<file path="src/rtl/mem_ctrl_if.sv">
// Bundle of the core-side request/response channels and the byte-wide RAM/IO bus.
// The controller takes the slave view; the core and memory models take the master view.
interface mem_ctrl_if;
    logic        inst_valid;
    logic [31:0] inst_addr;
    logic        inst_ready;
    logic [31:0] inst_res;
    logic        data_valid;
    logic        data_wr;
    logic [2:0]  data_type;
    logic [31:0] data_addr;
    logic [31:0] data_value;
    logic        data_ready;
    logic [31:0] data_res;
    logic [7:0]  mem_din;
    logic [7:0]  mem_dout;
    logic [31:0] mem_a;
    logic        mem_wr;
    logic        io_buffer_full;

    modport slave (
        input  inst_valid, inst_addr, data_valid, data_wr, data_type, data_addr, data_value,
        input  mem_din, io_buffer_full,
        output inst_ready, inst_res, data_ready, data_res, mem_dout, mem_a, mem_wr
    );

    modport master (
        output inst_valid, inst_addr, data_valid, data_wr, data_type, data_addr, data_value,
        output mem_din, io_buffer_full,
        input  inst_ready, inst_res, data_ready, data_res, mem_dout, mem_a, mem_wr
    );
endinterface

</file>
<file path="src/rtl/mem_ctrl.sv">
// Byte-serial memory controller: arbitrates fetch and load/store requests onto the
// 8-bit RAM/IO bus, issuing one byte beat per cycle and reassembling read words.
//
// state   | meaning
// S_IDLE  | bus quiet, accepting a request (data beats fetch)
// S_INST  | fetching a 4-byte instruction word
// S_LOAD  | reading 1/2/4 bytes for a load
// S_STORE | writing 1/2/4 bytes, IO beats throttled by buffer-full and gap timer
module mem_ctrl #(
    parameter int ADDR_BITS = 18,
    parameter int IO_GAP    = 2
) (
    input  logic       clk,
    input  logic       rst,
    input  logic       rdy,
    input  logic       clear,
    mem_ctrl_if.slave  bus
);
    localparam logic [31:0] ADDR_MASK = (ADDR_BITS >= 32) ? 32'hFFFF_FFFF
                                        : ((32'd1 << ADDR_BITS) - 32'd1);
    localparam logic [7:0]  GAP_LOAD  = (IO_GAP > 1) ? 8'(IO_GAP - 1) : 8'd0;

    typedef enum logic [1:0] {S_IDLE, S_INST, S_LOAD, S_STORE} state_t;

    state_t      state, state_n;
    logic [31:0] base, base_n, wdata, wdata_n, lanes, lanes_n;
    logic [1:0]  last, last_n;
    logic [2:0]  cnt, cnt_n;
    logic        zext, zext_n, io_req, io_req_n;
    logic [31:0] mem_a_q, mem_a_n, inst_res_q, inst_res_n, data_res_q, data_res_n;
    logic [7:0]  dout_q, dout_n, io_wait, io_wait_n;
    logic        wr_q, wr_n, inst_ready_q, inst_ready_n, data_ready_q, data_ready_n;

    logic [2:0]  e, n;
    logic [1:0]  k, lane;
    logic [31:0] beat;
    logic        complete;

    function automatic logic is_io(input logic [31:0] a);
        return a[17:16] == 2'b11;
    endfunction

    function automatic logic [1:0] size_last(input logic [1:0] t);
        case (t)
            2'd0:    return 2'd0;
            2'd1:    return 2'd1;
            default: return 2'd3;
        endcase
    endfunction

    function automatic logic [31:0] extend(input logic [31:0] w, input logic [1:0] l,
                                           input logic z);
        case (l)
            2'd0:    return z ? {24'd0, w[7:0]}   : {{24{w[7]}}, w[7:0]};
            2'd1:    return z ? {16'd0, w[15:0]}  : {{16{w[15]}}, w[15:0]};
            default: return w;
        endcase
    endfunction

    always_ff @(posedge clk) begin
        if (rst) begin
            state        <= S_IDLE;
            base         <= '0;
            wdata        <= '0;
            lanes        <= '0;
            last         <= '0;
            cnt          <= '0;
            zext         <= 1'b0;
            io_req       <= 1'b0;
            mem_a_q      <= '0;
            dout_q       <= '0;
            wr_q         <= 1'b0;
            io_wait      <= '0;
            inst_ready_q <= 1'b0;
            data_ready_q <= 1'b0;
            inst_res_q   <= '0;
            data_res_q   <= '0;
        end else if (rdy) begin
            state        <= state_n;
            base         <= base_n;
            wdata        <= wdata_n;
            lanes        <= lanes_n;
            last         <= last_n;
            cnt          <= cnt_n;
            zext         <= zext_n;
            io_req       <= io_req_n;
            mem_a_q      <= mem_a_n;
            dout_q       <= dout_n;
            wr_q         <= wr_n;
            io_wait      <= io_wait_n;
            inst_ready_q <= inst_ready_n;
            data_ready_q <= data_ready_n;
            inst_res_q   <= inst_res_n;
            data_res_q   <= data_res_n;
        end
    end

    always_comb begin
        state_n      = state;
        base_n       = base;
        wdata_n      = wdata;
        lanes_n      = lanes;
        last_n       = last;
        cnt_n        = cnt;
        zext_n       = zext;
        io_req_n     = io_req;
        mem_a_n      = 32'd0;
        dout_n       = dout_q;
        wr_n         = 1'b0;
        io_wait_n    = (io_wait != 8'd0) ? io_wait - 8'd1 : 8'd0;
        inst_ready_n = 1'b0;
        data_ready_n = 1'b0;
        inst_res_n   = inst_res_q;
        data_res_n   = data_res_q;
        e            = cnt + 3'd1;
        n            = {1'b0, last} + 3'd1;
        lane         = 2'(e - 3'd2);
        complete     = 1'b0;
        k            = 2'd0;
        beat         = 32'd0;

        case (state)
            S_IDLE: begin
                if (bus.data_valid) begin
                    base_n   = bus.data_addr;
                    wdata_n  = bus.data_value;
                    last_n   = size_last(bus.data_type[1:0]);
                    zext_n   = bus.data_type[2];
                    io_req_n = is_io(bus.data_addr);
                    cnt_n    = 3'd0;
                    lanes_n  = 32'd0;
                    if (bus.data_wr) begin
                        state_n = S_STORE;
                        if (!is_io(bus.data_addr) || (!bus.io_buffer_full && io_wait == 8'd0)) begin
                            mem_a_n = bus.data_addr & ADDR_MASK;
                            dout_n  = bus.data_value[7:0];
                            wr_n    = 1'b1;
                            if (is_io(bus.data_addr)) io_wait_n = GAP_LOAD;
                        end
                    end else begin
                        state_n = S_LOAD;
                        mem_a_n = bus.data_addr & ADDR_MASK;
                    end
                end else if (bus.inst_valid && !clear) begin
                    state_n  = S_INST;
                    base_n   = bus.inst_addr;
                    last_n   = 2'd3;
                    io_req_n = 1'b0;
                    cnt_n    = 3'd0;
                    lanes_n  = 32'd0;
                    mem_a_n  = bus.inst_addr & ADDR_MASK;
                end
            end
            S_INST, S_LOAD: begin
                cnt_n = e;
                if (e < n) mem_a_n = (base + 32'(e)) & ADDR_MASK;
                // mem_din lags its address by one cycle, so byte e-2 arrives now
                if (e >= 3'd2) lanes_n[{lane, 3'b000} +: 8] = bus.mem_din;
                if (e == n + 3'd1) begin
                    complete = 1'b1;
                    state_n  = S_IDLE;
                    mem_a_n  = 32'd0;
                    if (state == S_INST) begin
                        inst_res_n   = lanes_n;
                        inst_ready_n = 1'b1;
                    end else begin
                        data_res_n   = extend(lanes_n, last, zext);
                        data_ready_n = 1'b1;
                    end
                end
                // IO reads have side effects, so only fetches and RAM loads are abortable
                if (clear && (state == S_INST || (!io_req && !complete))) begin
                    state_n      = S_IDLE;
                    mem_a_n      = 32'd0;
                    inst_ready_n = 1'b0;
                    inst_res_n   = inst_res_q;
                end
            end
            S_STORE: begin
                if (wr_q && cnt[1:0] == last) begin
                    state_n      = S_IDLE;
                    data_ready_n = 1'b1;
                end else begin
                    k     = wr_q ? cnt[1:0] + 2'd1 : cnt[1:0];
                    cnt_n = {1'b0, k};
                    beat  = base + 32'(k);
                    if (!is_io(beat) || (!bus.io_buffer_full && io_wait == 8'd0)) begin
                        mem_a_n = beat & ADDR_MASK;
                        dout_n  = wdata[{k, 3'b000} +: 8];
                        wr_n    = 1'b1;
                        if (is_io(beat)) io_wait_n = GAP_LOAD;
                    end
                end
            end
            default: state_n = S_IDLE;
        endcase
    end

    assign bus.mem_a      = mem_a_q;
    assign bus.mem_dout   = dout_q;
    assign bus.mem_wr     = wr_q & rdy;
    assign bus.inst_ready = inst_ready_q;
    assign bus.inst_res   = inst_res_q;
    assign bus.data_ready = data_ready_q;
    assign bus.data_res   = data_res_q;
endmodule

</file>
<file path="src/flat_wrapper.sv">
// flat-port wrapper written by rule: the top's interface ports become plain ports
module mem_ctrl_flat 
#(
    parameter int ADDR_BITS = 18,
    parameter int IO_GAP    = 2
)
  (clk, rst, rdy, clear, bus_inst_valid, bus_inst_addr, bus_data_valid, bus_data_wr, bus_data_type, bus_data_addr, bus_data_value, bus_mem_din, bus_io_buffer_full, bus_inst_ready, bus_inst_res, bus_data_ready, bus_data_res, bus_mem_dout, bus_mem_a, bus_mem_wr);
  mem_ctrl_if bus_i ();
  input  logic clk;
  input  logic rst;
  input  logic rdy;
  input  logic clear;
  input wire logic [$bits(bus_i.inst_valid)-1:0] bus_inst_valid;
  input wire logic [$bits(bus_i.inst_addr)-1:0] bus_inst_addr;
  input wire logic [$bits(bus_i.data_valid)-1:0] bus_data_valid;
  input wire logic [$bits(bus_i.data_wr)-1:0] bus_data_wr;
  input wire logic [$bits(bus_i.data_type)-1:0] bus_data_type;
  input wire logic [$bits(bus_i.data_addr)-1:0] bus_data_addr;
  input wire logic [$bits(bus_i.data_value)-1:0] bus_data_value;
  input wire logic [$bits(bus_i.mem_din)-1:0] bus_mem_din;
  input wire logic [$bits(bus_i.io_buffer_full)-1:0] bus_io_buffer_full;
  output wire logic [$bits(bus_i.inst_ready)-1:0] bus_inst_ready;
  output wire logic [$bits(bus_i.inst_res)-1:0] bus_inst_res;
  output wire logic [$bits(bus_i.data_ready)-1:0] bus_data_ready;
  output wire logic [$bits(bus_i.data_res)-1:0] bus_data_res;
  output wire logic [$bits(bus_i.mem_dout)-1:0] bus_mem_dout;
  output wire logic [$bits(bus_i.mem_a)-1:0] bus_mem_a;
  output wire logic [$bits(bus_i.mem_wr)-1:0] bus_mem_wr;
  assign bus_i.inst_valid = bus_inst_valid;
  assign bus_i.inst_addr = bus_inst_addr;
  assign bus_i.data_valid = bus_data_valid;
  assign bus_i.data_wr = bus_data_wr;
  assign bus_i.data_type = bus_data_type;
  assign bus_i.data_addr = bus_data_addr;
  assign bus_i.data_value = bus_data_value;
  assign bus_i.mem_din = bus_mem_din;
  assign bus_i.io_buffer_full = bus_io_buffer_full;
  assign bus_inst_ready = bus_i.inst_ready;
  assign bus_inst_res = bus_i.inst_res;
  assign bus_data_ready = bus_i.data_ready;
  assign bus_data_res = bus_i.data_res;
  assign bus_mem_dout = bus_i.mem_dout;
  assign bus_mem_a = bus_i.mem_a;
  assign bus_mem_wr = bus_i.mem_wr;
  mem_ctrl #(.ADDR_BITS(ADDR_BITS), .IO_GAP(IO_GAP)) u_core (.clk(clk), .rst(rst), .rdy(rdy), .clear(clear), .bus(bus_i));
endmodule
</file>
<file path="config.mk">
export PLATFORM = sky130hd
export DESIGN_NAME = mem_ctrl_flat
export DESIGN_NICKNAME = d
export VERILOG_FILES = /design/src/rtl/mem_ctrl_if.sv /design/src/rtl/mem_ctrl.sv /design/src/flat_wrapper.sv
export SDC_FILE = /design/constraint.sdc
export NUM_CORES = 1
export LEC_CHECK = 0
export BUFFER_PORTS_ARGS = -buffer_cell sky130_fd_sc_hd__buf_2
export CAP_MARGIN = 20
export CORE_MARGIN = 4
export CORE_UTILIZATION = 25
export CTS_CLUSTER_SIZE = 30
export DETAILED_ROUTE_END_ITERATION = 16
export PLACE_DENSITY = 0.42
export SLEW_MARGIN = 20
export SYNTH_ARGS = -nofsm -noshare
export SYNTH_HDL_FRONTEND = slang
export SYNTH_SLANG_ARGS = --single-unit
</file>
<file path="constraint.sdc">
create_clock -name clk -period 4.8 [get_ports clk]
set_input_delay 0.72 -clock clk [delete_from_list [all_inputs] [get_ports clk]]
set_output_delay 0.72 -clock clk [all_outputs]
set_load 0.02 [all_outputs]
</file>
-- Yosys cells after proc, flatten, opt, wreduce, memory -nomap -nowiden
Cells that the tools add are included.
- register bits: 206
- output and inout port bits: 107
- reduce and logical (&&, ||, !) cells: 31
- $lt $le $gt $ge: 2
- mux-type cells: 68
- equality and inequality tests: 17
- $add $sub $neg: 9
- bitwise operators: 3
- shift-type cells: 3
- operators by type and width (cell ; number):
    $mux 32 ; 7
    $mux 18 ; 9
    $pmux 32 s2 ; 2
    $mux 8 ; 13
    $pmux 32 s3 ; 1
    $bwmux 32 ; 1
    $pmux 8 s2 ; 2
    $shift 8x7->32 const A ; 1
    $shiftx 32x6->8 ; 1
    $shiftx 8x7->32 ; 1
    $add 18x2->18 ; 1
    $add 18x3->18 ; 1
    $mux 1 ; 17
    $mux 2 ; 8
    $reduce_and 3->1 ; 4
    $mux 3 ; 3
    $pmux 3 s3 ; 1
    $eq 2x2->1 const B ; 4
    $logic_not 8->1 ; 1
    $reduce_and 4->1 ; 2
    $reduce_bool 8->1 ; 1
    $sub 8x1->8 const B ; 1
    $neg 5->7 ; 1
    $reduce_and 7->1 ; 1
    other kinds (25) ; 49

-- Depth between registers and ports, before layout
- depth after elaboration: 11
- depth in mapped cells: 14
- mapped depth without buffers: 11

-- Worst setup path after synthesis
Ideal clock, no wire load.
- path type: flip-flop to flip-flop
- from: register u_core.cnt[0]
- to: register u_core.mem_a_q[14], in the netlist u_core.bus.mem_a[14]
- cell stages (with the launch flop): 13
- required time: 4.683 ns
- buffers on the path: 4
- data arrival time: 3.699 ns
- setup slack: 0.985 ns
- setup time: 0.117 ns
- cells stage by stage: dfxtp_1 clkbuf_1 xor2_1 buf_2 ha_1 a21oi_1 or3_1 buf_6 or4_4 a211oi_4 buf_6 o311ai_1 a22o_1
- cells in the longest elaborated chain, start to end: 10
- elaborated cells between the ends (all ways): 24
- classes of those cells: add/sub (4); order compare (1); eq/ne (3); mux (9); reduce/logical (7)
- ends and longest elaborated chain (item ; RTL line ; source):
    start, declared ; mem_ctrl.sv:28 ; logic [2:0] cnt, cnt_n;
    start signal, assigned ; mem_ctrl.sv:84 ; cnt <= cnt_n;
    branches (longest 9 deep; another with $add 18x2->18) ; n/a ;
    $pmux 32 s3 (*) ; mem_ctrl.sv:122 ; case (state)
    end signal, assigned ; mem_ctrl.sv:87 ; mem_a_q <= mem_a_n;
    end, declared ; mem_ctrl.sv:30 ; logic [31:0] mem_a_q, mem_a_n, inst_res_q, inst_res_n, data_res_q, data_res_n;
Mark *: on every way between the ends. The select of a mux whose other input is x is not followed.
A chain may end at the register's enable or synchronous reset.

-- Worst setup path after layout
- from: register u_core.cnt[1]
- to: register u_core.mem_a_q[3], in the netlist u_core.bus.mem_a[3]
The elaborated chain is that of the path after synthesis.

==> summary.txt <==
Standard-cell rows = 72
Met2 usage = 24.0%
CP max FO = 16
Sequential share of power = 45.0%
GRT met1 Usage = 21.6%
DR iter-0 viols = 433
CP startpoint kind = register
Rel. slew slack = 28.3%
TritonCTS Buffers = 17
Sw Share = 33.1%
Power share of the combinational group = 18.7%
Net Switching = 1.30 mW
Final Worst Setup Slack = 676 ps
Crit. Startpoint = u_core.cnt[1]$_SDFFE_PP0P_
Placed inst area = 11000 µm²
Critical Path End Type = register
Final-layout fill cell count = 4258
Register area share after synthesis = 39.5%
Req. time, crit path = 5140 ps
Global-route wire length before repair = 50.9 mm
Number of placed I/O pins = 222
Tot Pwr = 3.93 mW
Syn_area_per_cell = 7.84 µm²
Area leader, netlist = dfxtp_1
Routed wire length = 32.9 mm
FF-to-FF path depth = 11
Hold path startpoint = u_core.wdata[16]$_SDFFE_PP0P_
Yosys top cell area share = 39.5%
Slew Limit Fails = 0
Hold Fails Final Rpt = 0
Synth warn = 0
Clock Skew = 11.6 ps
Routed Antenna Nets = 0
GR Overflow Total = 0
Detailed Routing Iterations Pass 1 = 5
Setup repair bufs after CTS = 0
Initial core utilization = 25.2%
Max Cap Violations = 0
Clk Latency, worst-skew pair = 450 ps
Total global routing track utilization = 15.3%
Reg-to-reg startpoint = u_core.cnt[1]$_SDFFE_PP0P_
Predominant post-synthesis flop cell = dfxtp_1
Hold bufs inserted after CTS = 0
CTS tree = done
CTS resizes = 0
Async SR Flop Fraction = 0%
Crit path DAT = 4470 ps
Worst setup endpoint = u_core.bus.mem_a[3]$_SDFFE_PP0P_
Die W = 205 µm
Mapped Cells = 1241
Antenna Cells = 0
Largest net degree at the start of global routing = 98
Final Cycle Share = 85.9%
Final setup vio count = 0
Clk root buf = clkbuf_16
GPL Wtd Cong = 0.833
Initial antenna violation count = 2
Worst hold stages = 2
Number of global-route vias before repair = 8760
Drt wl/cell = 17.4 µm
Met3 GRT Util = 3.07%
Final instance area = 11600 µm²
Vias = 9111
Fmax = 242 MHz
Max VDD drop = 218 µV
Measured slew at the worst slew-check pin = 1070 ps
Cell variety after synth = 65
Cell internal pwr = 2.63 mW
Worst-path clk slew = 70 ps
Reg2Reg Setup Slack = 680 ps
Crit path kind = register to register
Post-Syn Area = 9740 µm²
Post-synth EDFFs = 0
Dpl ws = 629 ps
Die area = 42200 µm²
Final nets = 1503
Area Overhead vs Synth = 19.1%
Layer with the highest usage = met2
Minimum clock period after layout = 4120 ps
Synth top area cells = dfxtp_1 (39%), nor2_1 (7.1%), nand2_1 (6.9%)
Post-DR vias/cell = 4.82
Hold Path Class = register to register
Sink Count = 192
PD cells = 339 nW/µm²
Yosys reg bits = 192
Detailed Place HPWL = 22.7 mm
DRC Markers = 0
Status = finished clean
Chip Height = 205 µm
Reg-to-Reg End = u_core.bus.mem_a[3]$_SDFFE_PP0P_
Static Leak = 4.33 nW
RSZ-0062 raised after global routing = no
Layout cells sized above 1 = 18.1%
Clock buffer depth = 2
Fin Setup TNS = 0 ps
Htree depth = 4
Port buffer count = 179
Core Region = 38600 µm²
Register area = 3840 µm²
Multi-input gate area = 5370 µm²
Clk network pwr share = 36.3%
[per-layer routing]
metal | part of all wire [%] | up-vias
met5 | 0.076 | -
met4 | 1.3 | 4
met3 | 3.9 | 22
met2 | 45 | 172
met1 | 50 | 4335
li1 | - | 4578
[flip-flops by register name, indices dropped and copies added (netlist names), 3 cells and up]
name / flops
u_core.bus.data_res: 32
u_core.bus.inst_res: 32
u_core.lanes: 32
u_core.wdata: 32
u_core.base: 18
u_core.bus.mem_a: 18
u_core.bus.mem_dout: 8
u_core.io_wait: 8
u_core.cnt: 3
[how the worst min path moves through the flow]
stage | slack, ps | to
finish | 460 | u_core.wdata[16]$_SDFFE_PP0P_
CTS | 460 | u_core.wdata[3]$_SDFFE_PP0P_
global placement | 440 | u_core.wdata[22]$_SDFFE_PP0P_
floorplan | 440 | u_core.wdata[0]$_SDFFE_PP0P_
detailed placement | 450 | u_core.wdata[3]$_SDFFE_PP0P_
global route | 470 | u_core.zext$_SDFFE_PP0P_
[area by class of cell]
type	count	area share, %
Clock inverter	14	1.24
Multi-Input combinational cell	923	46.3
Inverter	26	0.841
Clock buffer	17	3.67
Sequential cell	192	33.1
Tap cell	518	5.59
Timing Repair Buffer	201	9.20
[synth_stat cells, drive strengths merged, types with 3 or more instances]
cell type    n
a21oi       94
and3         4
buf         35
or2          3
a32oi       11
o21a         6
o21ai       39
a311oi       8
a2bb2oi      7
a31oi        4
a22o        10
nor4         7
o211ai       3
dfxtp      192
o22ai       10
clkbuf      78
inv         25
o311ai      12
nor2       185
ha          25
mux2i       24
nand4       11
a32o         4
o32ai        4
nor2b       16
nand2b       3
xor2        17
nor3        40
nor3b        5
a22oi       28
nand2      180
xnor2       25
a211oi      65
nand3       29
a21o         3
[stage by stage]
step | std cells | hold slack [ps] | utilization (%)
2_1_floorplan | 1254 | 436 | -
3_3_place_gp | 1860 | 441 | 28.6
3_5_place_dp | 1860 | 446 | 28.6
4_1_cts | 1891 | 457 | 30.1
5_1_grt | 1891 | 467 | 30.1
6_report | 1891 | 456 | 30.1
[cell families after synthesis]
family	count (synthesis)	synth area share, %
AOI/OAI and AO/OA	323	22.5
xor gates and xnor gates	42	3.86
adders and majority gates	27	3.62
buffers and inverters	139	6.22
DFF	192	39.5
muxes	26	2.70
other	1	0.0385
and+or+nand+nor	491	21.6
[power by group through the flow]
stage | logic (mW) | registers [mW] | clock network, mW
after CTS | 0.740 | 1.77 | 1.48
after global placement | 0.732 | 1.80 | 0
after detailed placement | 0.736 | 1.80 | 0
after floorplan | 0.498 | 1.80 | 0
after global routing | 0.811 | 1.78 | 1.54
final | 0.734 | 1.77 | 1.43
[placed cells by master (no fill, tap or decap), types with 5 or more instances in the layout]
cell and n:
a211oi_1 64, a21oi_1 94, a22o_1 10, a22oi_1 28, a2bb2oi_1 7, a311oi_1 8
a32oi_1 11, buf_2 178, buf_4 22, clkbuf_16 17, conb_1 14, dfxtp_1 192
ha_1 25, inv_1 25, mux2i_1 24, nand2_1 180, nand3_1 29, nand4_1 10
nor2_1 185, nor2b_1 16, nor3_1 38, nor3b_1 5, nor4_1 7, o21a_1 6
o21ai_0 34, o22ai_1 10, o311ai_1 9, xnor2_1 25, xor2_1 15
[critical path: stages (launching register included)]
cell and delay, ps:
dfxtp_1 430, inv_1 140, ha_1 300, nand2_1 70, o21ai_0 250, ha_1 380
a21oi_1 110, or3_1 530, or4_4 590, a211oi_4 700, o311ai_0 270, a22o_1 240
No activity file was read; power rests on OpenSTA's default activity.
